File: config.mk
export PLATFORM = sky130hd
export DESIGN_NAME = riscv_sc_core
export DESIGN_NICKNAME = d
export VERILOG_FILES = /design/src/rtl/riscv_sc_core.sv
export SDC_FILE = /design/constraint.sdc
export NUM_CORES = 2
export LEC_CHECK = 0
export ABC_AREA = 1
export BUFFER_PORTS_ARGS = -buffer_cell sky130_fd_sc_hd__buf_4
export CAP_MARGIN = 20
export CELL_PAD_IN_SITES_DETAIL_PLACEMENT = 2
export CELL_PAD_IN_SITES_GLOBAL_PLACEMENT = 2
export CORE_ASPECT_RATIO = 1.4
export CORE_MARGIN = 4
export CORE_UTILIZATION = 32
export DETAILED_ROUTE_END_ITERATION = 10
export PLACE_DENSITY = 0.79
export SYNTH_ARGS = -nofsm -noshare
export SYNTH_HDL_FRONTEND = slang
export SYNTH_SLANG_ARGS = --single-unit
File: constraint.sdc
create_clock -name clk -period 37.5 [get_ports clk]
set_input_delay 5.625 -clock clk [delete_from_list [all_inputs] [get_ports clk]]
set_output_delay 5.625 -clock clk [all_outputs]
set_load 0.01 [all_outputs]
File: src/rtl/riscv_sc_core.sv
// riscv_sc_core: single-cycle RV32I core with PC, 32x32 register file, decode, ALU and branch/jump logic
module riscv_sc_core (
  input  logic        clk,
  input  logic        reset,
  input  logic [31:0] instr,
  input  logic [31:0] read_data,
  output logic        mem_write,
  output logic [31:0] pc,
  output logic [31:0] alu_result,
  output logic [31:0] write_data
);
  logic [31:0] regs [32];
  logic [6:0]  opcode;
  logic [2:0]  funct3;
  logic [4:0]  rd, rs1, rs2;
  logic        op_lui, op_auipc, op_jal, op_jalr, op_branch, op_load, op_store, op_imm, op_reg;
  logic        arith, alt, eq, lt, ltu, take, reg_write;
  logic [31:0] imm_i, imm_s, imm_b, imm_u, imm_j;
  logic [31:0] rs1_val, rs2_val, src_a, src_b, pc_plus4, wb_data, next_pc;
  assign opcode    = instr[6:0];
  assign funct3    = instr[14:12];
  assign rd        = instr[11:7];
  assign rs1       = instr[19:15];
  assign rs2       = instr[24:20];
  assign op_lui    = opcode == 7'b0110111;
  assign op_auipc  = opcode == 7'b0010111;
  assign op_jal    = opcode == 7'b1101111;
  assign op_jalr   = opcode == 7'b1100111;
  assign op_branch = opcode == 7'b1100011;
  assign op_load   = opcode == 7'b0000011;
  assign op_store  = opcode == 7'b0100011;
  assign op_imm    = opcode == 7'b0010011;
  assign op_reg    = opcode == 7'b0110011;
  assign imm_i = {{20{instr[31]}}, instr[31:20]};
  assign imm_s = {{20{instr[31]}}, instr[31:25], instr[11:7]};
  assign imm_b = {{19{instr[31]}}, instr[31], instr[7], instr[30:25], instr[11:8], 1'b0};
  assign imm_u = {instr[31:12], 12'b0};
  assign imm_j = {{11{instr[31]}}, instr[31], instr[19:12], instr[20], instr[30:21], 1'b0};
  assign rs1_val    = rs1 == 5'd0 ? 32'd0 : regs[rs1];
  assign rs2_val    = rs2 == 5'd0 ? 32'd0 : regs[rs2];
  assign write_data = rs2_val;
  assign mem_write  = op_store;
  assign src_a = op_lui ? 32'd0 : op_auipc ? pc : rs1_val;
  assign src_b = (op_reg | op_branch) ? rs2_val : op_store ? imm_s : (op_lui | op_auipc) ? imm_u : imm_i;
  assign arith = op_reg | op_imm;
  // ADDI must ignore bit 30, so only register ops or the shift-right funct3 honour it
  assign alt   = instr[30] & (op_reg | funct3 == 3'b101);
  always_comb begin
    alu_result = src_a + src_b;
    if (arith)
      case (funct3)
        3'b000:  alu_result = alt ? src_a - src_b : src_a + src_b;
        3'b001:  alu_result = src_a << src_b[4:0];
        3'b010:  alu_result = {31'd0, $signed(src_a) < $signed(src_b)};
        3'b011:  alu_result = {31'd0, src_a < src_b};
        3'b100:  alu_result = src_a ^ src_b;
        3'b101:  alu_result = alt ? 32'($signed(src_a) >>> src_b[4:0]) : src_a >> src_b[4:0];
        3'b110:  alu_result = src_a | src_b;
        default: alu_result = src_a & src_b;
      endcase
  end
  assign eq   = rs1_val == rs2_val;
  assign lt   = $signed(rs1_val) < $signed(rs2_val);
  assign ltu  = rs1_val < rs2_val;
  assign take = op_branch & (funct3[2:1] == 2'b00 ? eq ^ funct3[0] :
                             funct3[2:1] == 2'b10 ? lt ^ funct3[0] :
                             funct3[2:1] == 2'b11 ? ltu ^ funct3[0] : 1'b0);
  assign pc_plus4  = pc + 32'd4;
  assign next_pc   = op_jalr ? {alu_result[31:1], 1'b0} : op_jal ? pc + imm_j : take ? pc + imm_b : pc_plus4;
  assign reg_write = (arith | op_lui | op_auipc | op_load | op_jal | op_jalr) & (rd != 5'd0);
  assign wb_data   = op_load ? read_data : (op_jal | op_jalr) ? pc_plus4 : alu_result;
  always_ff @(posedge clk or posedge reset)
    if (reset) begin
      pc <= 32'd0;
      for (int k = 0; k < 32; k++) regs[k] <= 32'd0;
    end else begin
      pc <= next_pc;
      if (reg_write) regs[rd] <= wb_data;
    end
endmodule

* Word-level counts from Yosys, hierarchy flattened
Index checks and enable logic that the tools add are counted.
** Operators by class
- Muxes and demuxes :: 28
- Add/sub/neg operators :: 5
- Magnitude comparators :: 8
- Reduce and logical (&&, ||, !) cells :: 6
- Equality and inequality tests :: 18
- Shift operators :: 3
- Bitwise gates (word level) :: 22
** Operator list (number)
- 1024-bit bitwise mux :: 1
- 32-bit two-way mux :: 18
- 32-bit binary-select mux with 5-bit select :: 2
- 32-bit one-hot mux with 7 select lines :: 1
- 32-bit demux with 5-bit select :: 1
- 32-bit < comparator :: 4
- 32-bit adder :: 3
- 31-bit two-way mux :: 2
- 32-bit by 3-bit adder with 32-bit output, second input constant :: 1
- 32-bit AND :: 1
- 32-bit == test :: 1
- 32-bit bitwise OR :: 1
- 32-bit by 5-bit << shifter with 32-bit output :: 1
- 32-bit by 5-bit >> shifter with 32-bit output :: 1
- 32-bit by 5-bit >>> shifter with 32-bit output :: 1
- 32-bit subtractor :: 1
- 32-bit XOR :: 1
- 7-bit by 6-bit == test with 1-bit output, second input constant :: 3
- 7-bit == test, second input constant :: 3
- 6-bit greater-or-equal comparator, second input constant :: 3
- 5-bit NOT with 6-bit output :: 3
- 7-bit by 5-bit == test with 1-bit output, second input constant :: 2
- 5-bit logical NOT :: 2
- 1-bit bitwise OR :: 10
- 13 further kinds :: 23
** Storage, ports and cells
- Output and inout port bits :: 97
- Word-level logic and storage cells :: 123
- Input bits :: 66
- Register bits after elaboration :: 1056

* Longest topological paths before layout
- Depth after elaboration :: 14
- Gate-level depth with buffers :: 44

* Worst setup path after synthesis
No wires, ideal clock.
- Path kind :: input -> output
- From :: input port instr[20]
- To :: output port alu_result[29]
- Data arrival time :: 9921 ps
- Setup slack :: 21954 ps
- Path buffers :: 8
- Stages on the path :: 34
- Path through :: buf_6 -> inv_4 -> buf_6 -> buf_6 -> buf_2 -> clkbuf_1 -> clkbuf_1 -> clkbuf_1 -> nor2_1 -> o221ai_1 -> nand3_1 -> o211ai_1 -> nand3_1 -> nand2_1 -> o21ai_0 -> inv_1 -> ha_1 -> clkbuf_1 -> nor2_1 -> inv_1 -> nor4b_1 -> nand3_1 -> nand3_1 -> nand2_1 -> o211ai_1 -> nand2_1 -> o21ai_0 -> inv_1 -> nand2_1 -> nand3_1 -> nand3_1 -> nand3_1 -> nand2_1 -> nand2_1
** Between the ends
- Word-level cells in the longest chain between the ends :: 10
** Ends and longest elaborated chain
- from (decl) :: RTL line 5 : input logic [31:0] instr,
- 5-bit NOT with 6-bit output (implied by the code) :: RTL line 40 : assign rs2_val = rs2 == 5'd0 ? 32'd0 : regs[rs2];
- 32-bit binary-select mux with 5-bit select :: RTL line 40
- 32-bit two-way mux (implied by the code) (2 in a row) :: RTL line 40
- 32-bit two-way mux :: RTL line 40
- 32-bit two-way mux * :: RTL line 44 : assign src_b = (op_reg | op_branch) ? rs2_val : op_store ? imm_s : (op_lui | op_auipc) ? imm_u : imm_i;
- 32-bit adder, or another cell as far along :: RTL line 49, 52
- 32-bit two-way mux, on equally long branches :: RTL line 52, 57
- 32-bit one-hot mux with 7 select lines :: RTL line 51 : case (funct3)
- 32-bit two-way mux * :: RTL line 50 : if (arith)
- to (decl) :: RTL line 9 : output logic [31:0] alu_result,
Mark *: on every way between the ends. The rest lies on a longest branch, timed or not. The select of a mux whose other input is x is not followed.

* Worst setup path after layout
- From :: input port instr[15]
- To :: output port alu_result[12]
** Between the ends
- Word-level cells in the longest chain between the ends :: 11
** Ends and longest elaborated chain
- 5-bit NOT with 6-bit output (implied by the code) :: RTL line 39 : assign rs1_val = rs1 == 5'd0 ? 32'd0 : regs[rs1];
- 32-bit binary-select mux with 5-bit select :: RTL line 39
- 32-bit two-way mux (implied by the code) (2 in a row) :: RTL line 39
- 32-bit two-way mux * :: RTL line 39
- 32-bit two-way mux * (2 in a row) :: RTL line 43 : assign src_a = op_lui ? 32'd0 : op_auipc ? pc : rs1_val;
- 32-bit adder, or another cell as far along :: RTL line 49, 52
- 32-bit two-way mux, on equally long branches :: RTL line 52, 57
- 32-bit one-hot mux with 7 select lines :: RTL line 51
- 32-bit two-way mux * :: RTL line 50
Marked as above.

==> results.cfg <==
[sta]
grt_setup_unrepaired = false
setup_viol = 0
fin_tns_setup_ps = 0
period_share_pct = 53.2
hold_viol = 0
worst_slew_pin_slew_ps = 1200
finalCriticalPeriod_ps = 19960
finClkSkew_ps = 72.8
maxSlewViolCount = 0
timing.fmax_ghz = 0.0501
maxSlewHeadroom_pct = 19.1

[pwr]
p_int_uw = 2280
p_leak_uw = 0.0416
power_frac_comb_pct = 34.2
powerDensity_mw_per_mm2 = 48.2
seqPwrFrac_pct = 34.3
swShare_pct = 42.4
vdd.ir_drop.worst_v = 0.0000458
switching_power_uw = 1680
clockPowerShare_pct = 31.5

[worst_setup_path]
crit_path_frequent_cell = nand2_1
critPathRequiredTime_ps = 31870
slowest_delay_ps = 820
critical_path.slowest_cell = buf_4
path_max_fanout = 69
critPathArrivalTime_ps = 14330
start_kind = primary input
setup.worst_path.end_class = primary output
path_class = primary input to primary output

[grt]
grt_pass1_vias = 96500
grt_use_total_pct = 37.2
grt_overflow = 0
grt_max_degree = 209
grt_pass1_wl_mm = 674
antenna_found_initial = 28

[placed_design]
post-place-cells = 14500
gp_congestion = 1.04
placed_area_mm2 = 0.0781
hpwl_mm = 313
io_buffers = 161

[clock_network]
path_clk_slew_ps = 70
ctsHoldBuffers = 0
clkLatencyLatePin_ps = 840
cts_root_buf = clkbuf_16
cts_buffers = 115
cts_tree = done
cts_resized = 0
clockBufferDepth = 3
post_cts_buffers = 0
clock-sinks = 1055
htree_levels = 3

[finish]
finalNonFillerCells = 14700
seqCellArea_mm2 = 0.0264
final_area_mm2 = 0.0821
drive_above_1_share_pct = 6.25
multi_input_area_mm2 = 0.0430
post-route-util_pct = 35.1
num-fill-cells = 28400
syn_to_final_growth_pct = 8.86
final_nets = 11700

[detailed_routing]
drt_iter0_drc = 7847
vias = 89400
drc = 0
via_per_inst = 6.09
drtPass1Iterations = 5
ant_nets = 0
wl_per_cell_um = 32.0
totalWireLength_mm = 469

[outcome]
status = finished clean

[synthesis]
synth-edff-count = 0
ys_types = 64
synth_cells = 11900
synth_seq_cells = 1055
ys_seq_area_share_pct = 35.0
yosysWarnings = 0
syn-cell-area_mm2 = 0.0754
synthArstFlopShare_pct = 100
syn_area_per_cell_um2 = 6.33
synth_fp_nets = 12200
synth_flop_cell = dfrtp_1

[flow_run]
maxCapViolations = 0

[floorplanning]
die_w_um = 418
start_util_pct = 32.2
io_pins = 163
core-area_mm2 = 0.234
die_y_um = 582
die_area_mm2 = 0.244
num_rows = 210

[min_path]
hp-class = register to register
worst max-delay path: cells and delay by family:
family / cells / cell delay [ps]
AO/OA/AOI/OAI: 5 / 1470
XOR/XNOR: 1 / 360
AND/OR/NAND/NOR: 17 / 2670
buffers and inverters: 7 / 3110
adder cells (fa/ha/maj): 2 / 830
kinds of logic after synthesis:
family          Yosys count  share of synthesized area (%)
buf+inv                1388                           8.25
compound gates         1536                           11.6
other cells               1                        0.00497
flops                  1055                           35.0
xor+xnor                 92                           1.07
mux                       1                         0.0149
fa+ha+maj               177                           2.98
simple gates           7668                           41.1
sequential cells by signal, summed over array words and instances (netlist names):
register and cells:
regs 1024, pc 31
worst paths after layout:
kind / start / end / slack, ps / cells after the start
max: instr[15] / alu_result[12] / 17540 / 32
min: regs[1007] / regs[1007] / 410 / 0
max reg2reg: regs[842] / regs[128] / 29980 / 30
min reg2reg: regs[1007] / regs[1007] / 410 / 0
max in group asynchronous: reset / regs[85] / 29480 / 5
min in group asynchronous: reset / regs[297] / 5010 / 2
synth_stat cells, types with 7 or more instances:
| cell type | number | area share [%] |
|---|---|---|
| o21a_1 | 13 | 0.13 |
| inv_1 | 459 | 2.3 |
| ha_1 | 173 | 2.9 |
| buf_6 | 35 | 0.52 |
| o221ai_1 | 100 | 1.2 |
| o21ai_0 | 770 | 5.1 |
| o211ai_1 | 98 | 0.98 |
| dfrtp_1 | 1055 | 35 |
| nand2_2 | 17 | 0.14 |
| nand3_2 | 12 | 0.16 |
| buf_1 | 26 | 0.13 |
| xor2_1 | 75 | 0.87 |
| a31oi_1 | 35 | 0.29 |
| buf_2 | 215 | 1.4 |
| inv_2 | 11 | 0.055 |
| buf_4 | 127 | 1.3 |
| o311ai_0 | 16 | 0.19 |
| clkinv_1 | 7 | 0.035 |
| a21boi_0 | 9 | 0.090 |
| clkbuf_1 | 505 | 2.5 |
| nand4_1 | 54 | 0.45 |
| nor2_2 | 10 | 0.083 |
| o21bai_1 | 7 | 0.070 |
| nand2_1 | 5202 | 26 |
| nor2_1 | 943 | 4.7 |
| nor3_1 | 42 | 0.28 |
| nand3_1 | 1339 | 8.9 |
| or2_2 | 16 | 0.13 |
| nor4_1 | 11 | 0.091 |
| o21ai_1 | 54 | 0.36 |
| a21oi_1 | 263 | 1.7 |
| xnor2_1 | 17 | 0.20 |
| o22ai_1 | 148 | 1.2 |
layout by cell type, fill, tap and decap left out, types with 35 or more instances in the layout:
| cell | n |
|---|---|
| dfrtp_1 | 1055 |
| o21ai_0 | 770 |
| ha_1 | 173 |
| xor2_1 | 75 |
| o211ai_1 | 98 |
| clkbuf_8 | 38 |
| nor2_1 | 929 |
| o21ai_1 | 52 |
| nand4_1 | 54 |
| inv_1 | 425 |
| a31oi_1 | 35 |
| nand2_1 | 5194 |
| buf_4 | 363 |
| nand3_1 | 1339 |
| o221ai_1 | 100 |
| a21oi_1 | 263 |
| clkbuf_16 | 117 |
| o22ai_1 | 148 |
per-layer routing:
layer  vias up  global-route usage [%]  part of all wire [%]
li1      37600                       -                     -
met1     46100                    42.2                    37
met2      3968                    61.2                    46
met3      1705                    6.68                   6.7
met4        24                    30.4                   9.7
met5         -                       0                 0.033
metrics by stage:
stage	setup WS [ps]	power [uW]	hold slack, ps
after floorplan	2180	2110	449
after global placement	17760	2630	386
after detailed placement	17920	2680	392
after CTS	17870	3930	407
after global routing	17400	4100	412
final	17540	3950	405
final cells by class:
cell class                 instances  share of cell area (%)
multi-input combinational       9475                    52.4
timing repair buffer             378                    3.61
antenna                           10                  0.0305
inverter                         479                    2.27
sequential                      1055                    32.2
tap                             3074                    4.69
clock buffer                     178                    4.31
clock inverter                    32                   0.524
power groups by stage:
stage / clock (uW) / sequential, uW / combinational, uW
final: 1250 / 1360 / 1350
after global routing: 1300 / 1360 / 1440
after CTS: 1250 / 1350 / 1330
after detailed placement: 0 / 1370 / 1320
after global placement: 0 / 1360 / 1270
after floorplan: 0 / 1320 / 786
Power figures use the tool's default switching activity.
